--- config.mk ---
export PLATFORM = sky130hd
export DESIGN_NAME = rptr_empty_prog_flat
export DESIGN_NICKNAME = d
export VERILOG_FILES = /design/src/rtl/fifo_pkg.sv /design/src/rtl/rptr_empty_prog_if.sv /design/src/rtl/rptr_empty_prog_gray2bin.sv /design/src/rtl/rptr_empty_prog.sv /design/src/flat_wrapper.sv
export SDC_FILE = /design/constraint.sdc
export NUM_CORES = 1
export LEC_CHECK = 0
export CORE_ASPECT_RATIO = 0.75
export CORE_MARGIN = 2
export CORE_UTILIZATION = 40
export DETAILED_ROUTE_END_ITERATION = 10
export GPL_TIMING_DRIVEN = 0
export PLACE_DENSITY_LB_ADDON = 0.2
export SLEW_MARGIN = 25
export SYNTH_ARGS = -nofsm -noshare
export SYNTH_HDL_FRONTEND = slang
export SYNTH_SLANG_ARGS = --single-unit
--- constraint.sdc ---
create_clock -name rclk -period 4.2 [get_ports rclk]
set_clock_uncertainty 0.2 [all_clocks]
set_input_delay 0.84 -clock rclk [delete_from_list [all_inputs] [get_ports rclk]]
set_output_delay 0.84 -clock rclk [all_outputs]
set_load 0.05 [all_outputs]
--- src/rtl/fifo_pkg.sv ---
`default_nettype none
`timescale 1ns/1ps
// ============================================================================
// Module      : fifo_pkg
// Description : Gray/binary conversion helpers and read-mode constants shared
//               by the async-FIFO read-side blocks.
// Revision    : 1.0 - initial release
// ============================================================================
package fifo_pkg;

    localparam int FWFT_STD  = 0;
    localparam int FWFT_FALL = 1;

    function automatic logic [31:0] bin2gray(input logic [31:0] b);
        return b ^ (b >> 1);
    endfunction

    function automatic logic [31:0] gray2bin(input logic [31:0] g);
        logic [31:0] b;
        b[31] = g[31];
        for (int i = 30; i >= 0; i--) begin
            b[i] = b[i+1] ^ g[i];
        end
        return b;
    endfunction

endpackage
`default_nettype wire

--- src/rtl/rptr_empty_prog_if.sv ---
`default_nettype none
`timescale 1ns/1ps
// ============================================================================
// Module      : rptr_empty_prog_if
// Description : Read-side bundle between the reader, the FIFO memory and the
//               read-pointer/empty-flag block.
// Revision    : 1.0 - initial release
// ============================================================================
interface rptr_empty_prog_if #(
    parameter int ASIZE = 5,
    parameter int DSIZE = 8
);
    logic             rinc;
    logic [ASIZE:0]   rq2_wptr;
    logic [DSIZE-1:0] rmem_data;
    logic [ASIZE:0]   ae_thresh;
    logic             runderflow_clr;
    logic [ASIZE-1:0] raddr;
    logic [ASIZE:0]   rptr;
    logic [DSIZE-1:0] rdata;
    logic             rvalid;
    logic             rempty;
    logic             ralmostempty;
    logic [ASIZE:0]   rlevel;
    logic             runderflow;

    modport master (
        output rinc, rq2_wptr, rmem_data, ae_thresh, runderflow_clr,
        input  raddr, rptr, rdata, rvalid, rempty, ralmostempty, rlevel, runderflow
    );

    modport slave (
        input  rinc, rq2_wptr, rmem_data, ae_thresh, runderflow_clr,
        output raddr, rptr, rdata, rvalid, rempty, ralmostempty, rlevel, runderflow
    );
endinterface
`default_nettype wire

--- src/rtl/rptr_empty_prog_gray2bin.sv ---
`default_nettype none
`timescale 1ns/1ps
// ============================================================================
// Module      : gray2bin
// Description : Combinational Gray-to-binary converter for the synchronised
//               write pointer.
// Revision    : 1.0 - initial release
// ============================================================================
module gray2bin #(
    parameter int WIDTH = 6
) (
    input  logic [WIDTH-1:0] gray_i,
    output logic [WIDTH-1:0] bin_o
);
    genvar gi;
    generate
        for (gi = 0; gi < WIDTH; gi++) begin : g_bit
            assign bin_o[gi] = ^gray_i[WIDTH-1:gi];
        end
    endgenerate
endmodule
`default_nettype wire

--- src/rtl/rptr_empty_prog.sv ---
`default_nettype none
`timescale 1ns/1ps
// ============================================================================
// Module      : rptr_empty_prog
// Description : FIFO read-side pointer, empty/almost-empty flags, occupancy and
//               sticky underflow, with standard or first-word-fall-through reads.
// Revision    : 1.0 - initial release
// ============================================================================
module rptr_empty_prog
    import fifo_pkg::*;
#(
    parameter int ASIZE = 5,
    parameter int DSIZE = 8,
    parameter int FWFT  = 0
) (
    input  logic              rclk,
    input  logic              rrst_n,
    rptr_empty_prog_if.slave  bus
);
    localparam int PW = ASIZE + 1;
    localparam logic [ASIZE+1:0] c_depth = {1'b0, 1'b1, {ASIZE{1'b0}}};

    logic [ASIZE:0]   rbin_q, rbin_d, rptr_q, rptr_d, rlevel_q, rlevel_d;
    logic [DSIZE-1:0] rdata_q, rdata_d;
    logic             rvalid_q, rvalid_d, rempty_q, rempty_d;
    logic             rae_q, rae_d, runf_q, runf_d;
    logic [ASIZE:0]   wbin, mem_level, next_mem_level;
    logic [ASIZE+1:0] level_sum;
    logic             pop, fetch, underflow, head_cnt;

    gray2bin #(.WIDTH(PW)) u_gray2bin (
        .gray_i (bus.rq2_wptr),
        .bin_o  (wbin)
    );

    always_comb begin
        mem_level = wbin - rbin_q;
        underflow = bus.rinc & rempty_q;
        pop       = 1'b0;
        fetch     = 1'b0;
        rvalid_d  = 1'b0;
        rbin_d    = rbin_q;
        rdata_d   = rdata_q;
        if (FWFT == FWFT_FALL) begin
            // The head register refills in the same cycle it is popped.
            pop      = bus.rinc & rvalid_q;
            fetch    = (mem_level != '0) & (~rvalid_q | pop);
            rvalid_d = fetch | (rvalid_q & ~pop);
        end else begin
            pop      = bus.rinc & ~rempty_q;
            fetch    = pop;
            rvalid_d = pop;
        end
        if (fetch) begin
            rbin_d  = rbin_q + {{ASIZE{1'b0}}, 1'b1};
            rdata_d = bus.rmem_data;
        end
        next_mem_level = wbin - rbin_d;
        head_cnt       = (FWFT == FWFT_FALL) ? rvalid_d : 1'b0;
        level_sum      = {1'b0, next_mem_level} + {{(ASIZE+1){1'b0}}, head_cnt};
        // A skewed pointer can momentarily imply more than a full FIFO.
        rlevel_d = (level_sum > c_depth) ? c_depth[ASIZE:0] : level_sum[ASIZE:0];
        rempty_d = (FWFT == FWFT_FALL) ? ~rvalid_d : (next_mem_level == '0);
        rae_d    = (rlevel_d <= bus.ae_thresh);
        runf_d   = underflow | (runf_q & ~bus.runderflow_clr);
        rptr_d   = PW'(bin2gray(32'(rbin_d)));
    end

    always_ff @(posedge rclk or negedge rrst_n) begin
        if (!rrst_n) begin
            rbin_q   <= '0;
            rptr_q   <= '0;
            rdata_q  <= '0;
            rlevel_q <= '0;
            rvalid_q <= 1'b0;
            rempty_q <= 1'b1;
            rae_q    <= 1'b1;
            runf_q   <= 1'b0;
        end else begin
            rbin_q   <= rbin_d;
            rptr_q   <= rptr_d;
            rdata_q  <= rdata_d;
            rlevel_q <= rlevel_d;
            rvalid_q <= rvalid_d;
            rempty_q <= rempty_d;
            rae_q    <= rae_d;
            runf_q   <= runf_d;
        end
    end

    assign bus.raddr        = rbin_q[ASIZE-1:0];
    assign bus.rptr         = rptr_q;
    assign bus.rdata        = rdata_q;
    assign bus.rvalid       = rvalid_q;
    assign bus.rempty       = rempty_q;
    assign bus.ralmostempty = rae_q;
    assign bus.rlevel       = rlevel_q;
    assign bus.runderflow   = runf_q;

endmodule
`default_nettype wire

--- src/flat_wrapper.sv ---
// flat-port wrapper written by rule: the top's interface ports become plain ports
module rptr_empty_prog_flat import fifo_pkg::*;
#(
    parameter int ASIZE = 5,
    parameter int DSIZE = 8,
    parameter int FWFT  = 0
)
  (rclk, rrst_n, bus_rinc, bus_rq2_wptr, bus_rmem_data, bus_ae_thresh, bus_runderflow_clr, bus_raddr, bus_rptr, bus_rdata, bus_rvalid, bus_rempty, bus_ralmostempty, bus_rlevel, bus_runderflow);
  rptr_empty_prog_if #(.ASIZE(ASIZE), .DSIZE(DSIZE)) bus_i ();
  input  logic rclk;
  input  logic rrst_n;
  input wire logic [$bits(bus_i.rinc)-1:0] bus_rinc;
  input wire logic [$bits(bus_i.rq2_wptr)-1:0] bus_rq2_wptr;
  input wire logic [$bits(bus_i.rmem_data)-1:0] bus_rmem_data;
  input wire logic [$bits(bus_i.ae_thresh)-1:0] bus_ae_thresh;
  input wire logic [$bits(bus_i.runderflow_clr)-1:0] bus_runderflow_clr;
  output wire logic [$bits(bus_i.raddr)-1:0] bus_raddr;
  output wire logic [$bits(bus_i.rptr)-1:0] bus_rptr;
  output wire logic [$bits(bus_i.rdata)-1:0] bus_rdata;
  output wire logic [$bits(bus_i.rvalid)-1:0] bus_rvalid;
  output wire logic [$bits(bus_i.rempty)-1:0] bus_rempty;
  output wire logic [$bits(bus_i.ralmostempty)-1:0] bus_ralmostempty;
  output wire logic [$bits(bus_i.rlevel)-1:0] bus_rlevel;
  output wire logic [$bits(bus_i.runderflow)-1:0] bus_runderflow;
  assign bus_i.rinc = bus_rinc;
  assign bus_i.rq2_wptr = bus_rq2_wptr;
  assign bus_i.rmem_data = bus_rmem_data;
  assign bus_i.ae_thresh = bus_ae_thresh;
  assign bus_i.runderflow_clr = bus_runderflow_clr;
  assign bus_raddr = bus_i.raddr;
  assign bus_rptr = bus_i.rptr;
  assign bus_rdata = bus_i.rdata;
  assign bus_rvalid = bus_i.rvalid;
  assign bus_rempty = bus_i.rempty;
  assign bus_ralmostempty = bus_i.ralmostempty;
  assign bus_rlevel = bus_i.rlevel;
  assign bus_runderflow = bus_i.runderflow;
  rptr_empty_prog #(.ASIZE(ASIZE), .DSIZE(DSIZE), .FWFT(FWFT)) u_core (.rclk(rclk), .rrst_n(rrst_n), .bus(bus_i));
endmodule
==> run summary <==
GP Congestion - 0.854
Max Cap Violations - 0
CP Launch Point - bus_rq2_wptr[4]
Worst setup SP type - primary input
I/O pin total - 53
Initial Util - 42.6%
DRT Pass-1 Iters - 4
Worst Path Arrival - 4380 ps
Nets@finish - 265
All-Layer GR Usage - 18.3%
H-tree Lvls - 2
Cell taking the most area after synthesis - dfrtp_1
Worst min path class - reg -> reg
Max Root-Sink Buffers - 2
Vias per cell - 4.99
CTS Sinks - 29
Count of final max-slew check failures - 0
Die height - 58.6 µm
Top_reg_cell synth - dfrtp_1
Routed length per placed instance - 13.9 µm
Worst setup margin - -179 ps
Skew-Pair Late Insertion Delay - 280 ps
Hold buffers post-CTS - 0
Netlist Area Pre-Place - 1590 µm²
Largest net degree at the start of global routing - 30
Final Cell Area - 2500 µm²
Kind of critical path - in -> reg
CTS root buffer - clkbuf_8
Final Cycle Share - 104%
Dpl cell area - 2190 µm²
Normalized max-slew margin - 50.2%
Outcome - finished with violations
Synth area leaders - dfrtp_1 42%, ha_1 7.9%, nand2_1 7.1%
Post-Layout Cell Count - 283
Cells after synthesis - 158
Layout cell share with drive strength beyond 1 - 22.5%
RSZ-0062 raised after global routing - true
Min Tclk post-route - 4380 ps
Total Wirelength - 3.93 mm
Die area - 4500 µm²
Library cells used by synthesis - 40
Async SR Flop Fraction - 100%
CP Capture Type - flip-flop
ANT cells - 0
DRT iter0 DRCs - 83
Placeable Area - 3730 µm²
Site row count - 19
Die X - 76.8 µm
Global route overflow - 0
I/O Buffers - 52
Worst path required time - 4200 ps
Syn_nets - 193
Failing checks - negative setup slack
Detail Placement HPWL - 2.69 mm
CTS Buf Count - 5
Total vias in the final route - 1413
Worst Tran Pin Value - 742 ps
Area Overhead vs Synth - 57.0%
Initial antenna violation count - 0
Final Hold Viols - 0
Yosys top cell area share - 42.5%
Sequential share of the synthesized area - 45.8%
Worst-path clk slew - 60 ps
Synth Register Bits - 29
Post-synth EDFFs - 0
Global-route wire length before repair - 6.30 mm
DR DRC count - 0
Mapped Avg Cell Area - 10.1 µm²
RR Startpoint - u_core.rbin_q[0]$_DFF_PN0_
Vias in the first global route - 1381
Fmax - 0.228 GHz
Yosys warnings - 0
Crit path max fanout - 3
CTS tree - done
Placed insts - 262
Routed Antenna Nets - 0
Hold Path Origin - u_core.bus.rdata[6]$_DFFE_PN0N_
TNS Setup - -179 ps
Utilization after layout - 66.9%
Final setup viols - 1
worst max-delay path, stage by stage:
cell,delay [ps]
buf_6,70
xnor3_2,450
xor2_2,180
xor2_2,210
xor2_1,160
ha_2,210
inv_2,80
a21oi_2,70
o41a_1,330
buf_4,150
nor3_4,210
nor3_4,90
nor2_2,120
ha_1,250
nor2b_4,130
o21a_1,170
o21a_1,180
o21a_1,170
o21a_1,170
o22ai_1,160
metal layers:
layer | global-route usage, % | part of all wire [%] | up-vias
met3 | 6.29 | 8.1 | 11
met2 | 27.9 | 46 | 62
met4 | 8.31 | 2.0 | 0
li1 | - | - | 678
met5 | 0 | 0 | -
met1 | 23.9 | 44 | 662
sequential cells by signal, summed over array words and instances, names as in the netlist:
signal and flops:
u_core.bus.ralmostempty 1, u_core.bus.rvalid 1, u_core.bus.rempty 1, u_core.rbin_q 6, u_core.bus.runderflow 1, u_core.bus.rptr 5
u_core.bus.rdata 8, u_core.bus.rlevel 6
path summary, 6_finish.rpt:
kind	end	slack, ps	cells past startpoint
setup / recovery	u_core.bus.ralmostempty$_DFF_PN1_	-180	20
hold / removal	u_core.bus.rdata[6]$_DFFE_PN0N_	280	2
setup reg to reg	u_core.bus.ralmostempty$_DFF_PN1_	190	16
hold reg to reg	u_core.bus.rdata[6]$_DFFE_PN0N_	280	2
max in group asynchronous	u_core.bus.rptr[2]$_DFF_PN0_	3000	1
min in group asynchronous	u_core.rbin_q[3]$_DFF_PN0_	380	1
cells by family (layout without fill, tap and decap cells):
group	Yosys count	after routing	share of synthesized area, %
DFF	29	29	45.8
muxes	1	1	0.629
xor gates and xnor gates	19	19	11.8
AOI/OAI and AO/OA	25	25	11.2
buffers and inverters	15	88	3.54
adders and majority gates	11	11	9.12
and+or+nand+nor	58	58	18.0
cell type report:
class,instances,area [µm²]
multi-input cells,114,928
plain buffers,1,7.51
well taps,52,65.1
fillers,289,1230
flip-flops and latches,29,728
clock inverters,1,5.00
repair buffers,65,616
clock buffers,7,96.3
inverters,14,52.6
Yosys cell counts, types with 3 or more instances:
cell,count
nand2_1,30
dfrtp_1,27
inv_1,12
ha_1,10
xnor2_1,10
nor2_1,7
xor2_1,7
o21a_1,5
o21ai_0,5
a21oi_1,4
nor3_1,4
nor2b_1,3
metrics by stage:
step / hold slack [ps] / setup slack, ps
6_report: 280 / -179
5_1_grt: 312 / -352
4_1_cts: 284 / -320
3_5_place_dp: 269 / -1200
3_3_place_gp: 256 / -1120
2_1_floorplan: 344 / -324
layout by cell type, fill, tap and decap left out, types with 2 or more instances in the layout:
cell type	instances
xnor2_2	2
inv_1	10
buf_2	2
o21ai_0	5
nor3_4	2
ha_1	7
dfrtp_1	27
inv_2	4
xor2_2	3
o211a_1	2
nand2_1	30
a21oi_1	3
nor2_1	5
o21a_1	5
clkdlybuf4s50_1	46
clkbuf_8	7
buf_6	2
nor3_1	4
and3_1	2
o211ai_1	2
nor2_2	2
dfstp_2	2
xnor2_1	9
ha_2	2
dlygate4sd2_1	2
xor2_1	4
buf_4	12
repair_timing:
item | CTS | global route
gates resized for setup | 25 | 14
pin swaps | 16 | 16
setup endpoints to repair | 1 | 1
buffers inserted | 11 | 2
Power is not shown: default switching activity piles up to over one toggle a cycle in this logic, so the estimate is an artifact.
==> patch (same flow settings) <==
`DSIZE` is set to 8 in 3 places; all go to 4.
--- a/src/rtl/rptr_empty_prog_if.sv
+++ b/src/rtl/rptr_empty_prog_if.sv
@@ -10,3 +10,3 @@
     parameter int ASIZE = 5,
-    parameter int DSIZE = 8
+    parameter int DSIZE = 4
 );
--- a/src/rtl/rptr_empty_prog.sv
+++ b/src/rtl/rptr_empty_prog.sv
@@ -12,3 +12,3 @@
     parameter int ASIZE = 5,
-    parameter int DSIZE = 8,
+    parameter int DSIZE = 4,
     parameter int FWFT  = 0
--- a/src/flat_wrapper.sv
+++ b/src/flat_wrapper.sv
@@ -4,3 +4,3 @@
     parameter int ASIZE = 5,
-    parameter int DSIZE = 8,
+    parameter int DSIZE = 4,
     parameter int FWFT  = 0
Interface: changed (resized bus_rdata and bus_rmem_data); port bits go from 53 to 45. The function was not compared with the original's and may differ.
==> patch against the unedited design <==
The run still ends with negative setup slack left. Synthesized cell count shrank 15%. Area after synthesis shrank 8.3%. Final area shrank 11%. Sequential cell count shrank 4. Hold slack gained 0.029 ns. Routed wire length shrank 17%. Setup slack gained 0.0030 ns. Highest routed layer unchanged.
Power is not shown: default switching activity piles up to over one toggle a cycle in this logic, so the estimate is an artifact.
==> patch: results (changes against the unedited design) <==
Vias per Instance - 5.20 (+4.1%)
Reg clk slew, reported paths - 0.08 ns (+0.02 ns)
Fillers - 263 (-9.0%)
Initial DRC count - 51 (-39%)
Outcome - finished, violations left
Top cells by count, synth - 23 x dfrtp_1, 13 x inv_1, 12 x xnor2_1, 10 x ha_1, 8 x o21a_1
CP Max Fanout - 3 (unchanged)
Initial antenna violation count - 0 (unchanged)
DR WL/cell - 14.0 µm (+0.57%)
Post-synthesis async set-or-reset flop share - 100% (unchanged)
Fin nets - 226 (-15%)
Syn Area/Cell - 10.9 µm² (+8.1%)
H-tree depth - 1 (-1)
Post-DP HPWL - 2.44 mm (-9.5%)
RePlAce Congestion - 0.792 (-7.2%)
Setup TNS - -0.176 ns (+0.00300 ns)
Global-route wire length before repair - 5.38 mm (-15%)
Post-route setup slack - -0.176 ns (+0.00300 ns)
Clock latency on the worst-skew pair - 0.26 ns (-0.02 ns)
Synth Warn # - 0 (unchanged)
Max_slew headroom - 64.7% (+15 points)
Biggest cell delay along the critical path - 0.44 ns
Setup violators final - 1 (unchanged)
Via count - 1216 (-14%)
Dpl cell area - 1970 µm² (-10%)
Share of layout cells above drive strength 1 - 25.3% (+2.7 points)
DP Worst Slack - -1.34 ns (-0.142 ns)
GRT Total Usage - 16.8% (-1.6 points)
Longest Clk Path Bufs - 2 (unchanged)
Post-Place Cells - 218 (-17%)
Number of synthesized flops with an enable pin - 0 (unchanged)
Post-layout util - 65.6% (-1.4 points)
Synth unique cells - 39 (-2.5%)
HP Class - flop to flop
Largest net degree at the start of global routing - 26 (-13%)
Post-synth net total - 165 (-15%)
Register area share after synthesis - 43.1% (-2.7 points)
IO Port Bufs - 44 (-15%)
Antenna viol nets, final - 0 (unchanged)
Failing checks - negative setup slack
Synth top area cells - dfrtp_1 39%, ha_1 8.6%, xnor2_1 7.2%
CTS Buf Count - 3 (-2)
Drt pass-1 iters - 4 (unchanged)
## patch: layout make-up
class	count	area share, %
plain buffers	1	0.226
multi-input cells	94	40.4
clock buffers	3	1.86
clock inverters	1	0.226
well taps	40	2.26
repair buffers	57	24.5
flip-flops and latches	25	28.4
inverters	13	2.20
## patch: critical path: cells and delay by family
family | cells | cell delay (ns)
XOR/XNOR | 4 | 1.02
AND/OR/NAND/NOR | 3 | 0.43
AO/OA/AOI/OAI | 8 | 1.43
buffers and inverters | 2 | 0.13
adder cells (fa/ha/maj) | 2 | 0.52
## patch: final timing paths
kind                                     start                      end  slack (ns)  cells after the start
setup / recovery               bus_rq2_wptr[5]  u_core.bus.ralmostempty       -0.18                     19
hold / removal             u_core.bus.rdata[2]      u_core.bus.rdata[2]        0.31                      1
setup reg to reg             u_core.bus.rempty  u_core.bus.ralmostempty        0.32                     15
hold reg to reg            u_core.bus.rdata[2]      u_core.bus.rdata[2]        0.31                      1
max in group asynchronous               rrst_n  u_core.bus.ralmostempty        3.08                      1
min in group asynchronous               rrst_n      u_core.bus.rdata[1]        0.35                      1
## patch: cells by family after synthesis
family                   Yosys count  share of synthesized area (%)
AND/OR/NAND/NOR                   34                           13.9
multiplexers                       5                           3.77
AO/OA/AOI/OAI                     24                           12.4
buffers and inverters             15                           3.94
XOR/XNOR                          20                           13.0
adder cells (fa/ha/maj)           11                           9.95
flip-flops                        25                           43.1
## patch: repair_timing
action                                  4_1_cts  5_1_grt
endpoints found under the setup margin        1        1
pin swaps                                    11       12
setup buffers                                 9        4
gates resized for setup                      27       11
endpoints found under the hold margin         0        0
## patch: routing by layer
metal  track usage, %  share of wire (%)  vias up
li1                 -                  -      579
met1             23.0                 47      582
met2             26.5                 47       45
met3             2.15                4.5       10
met4             7.01                1.8        0
met5                0                  0        -
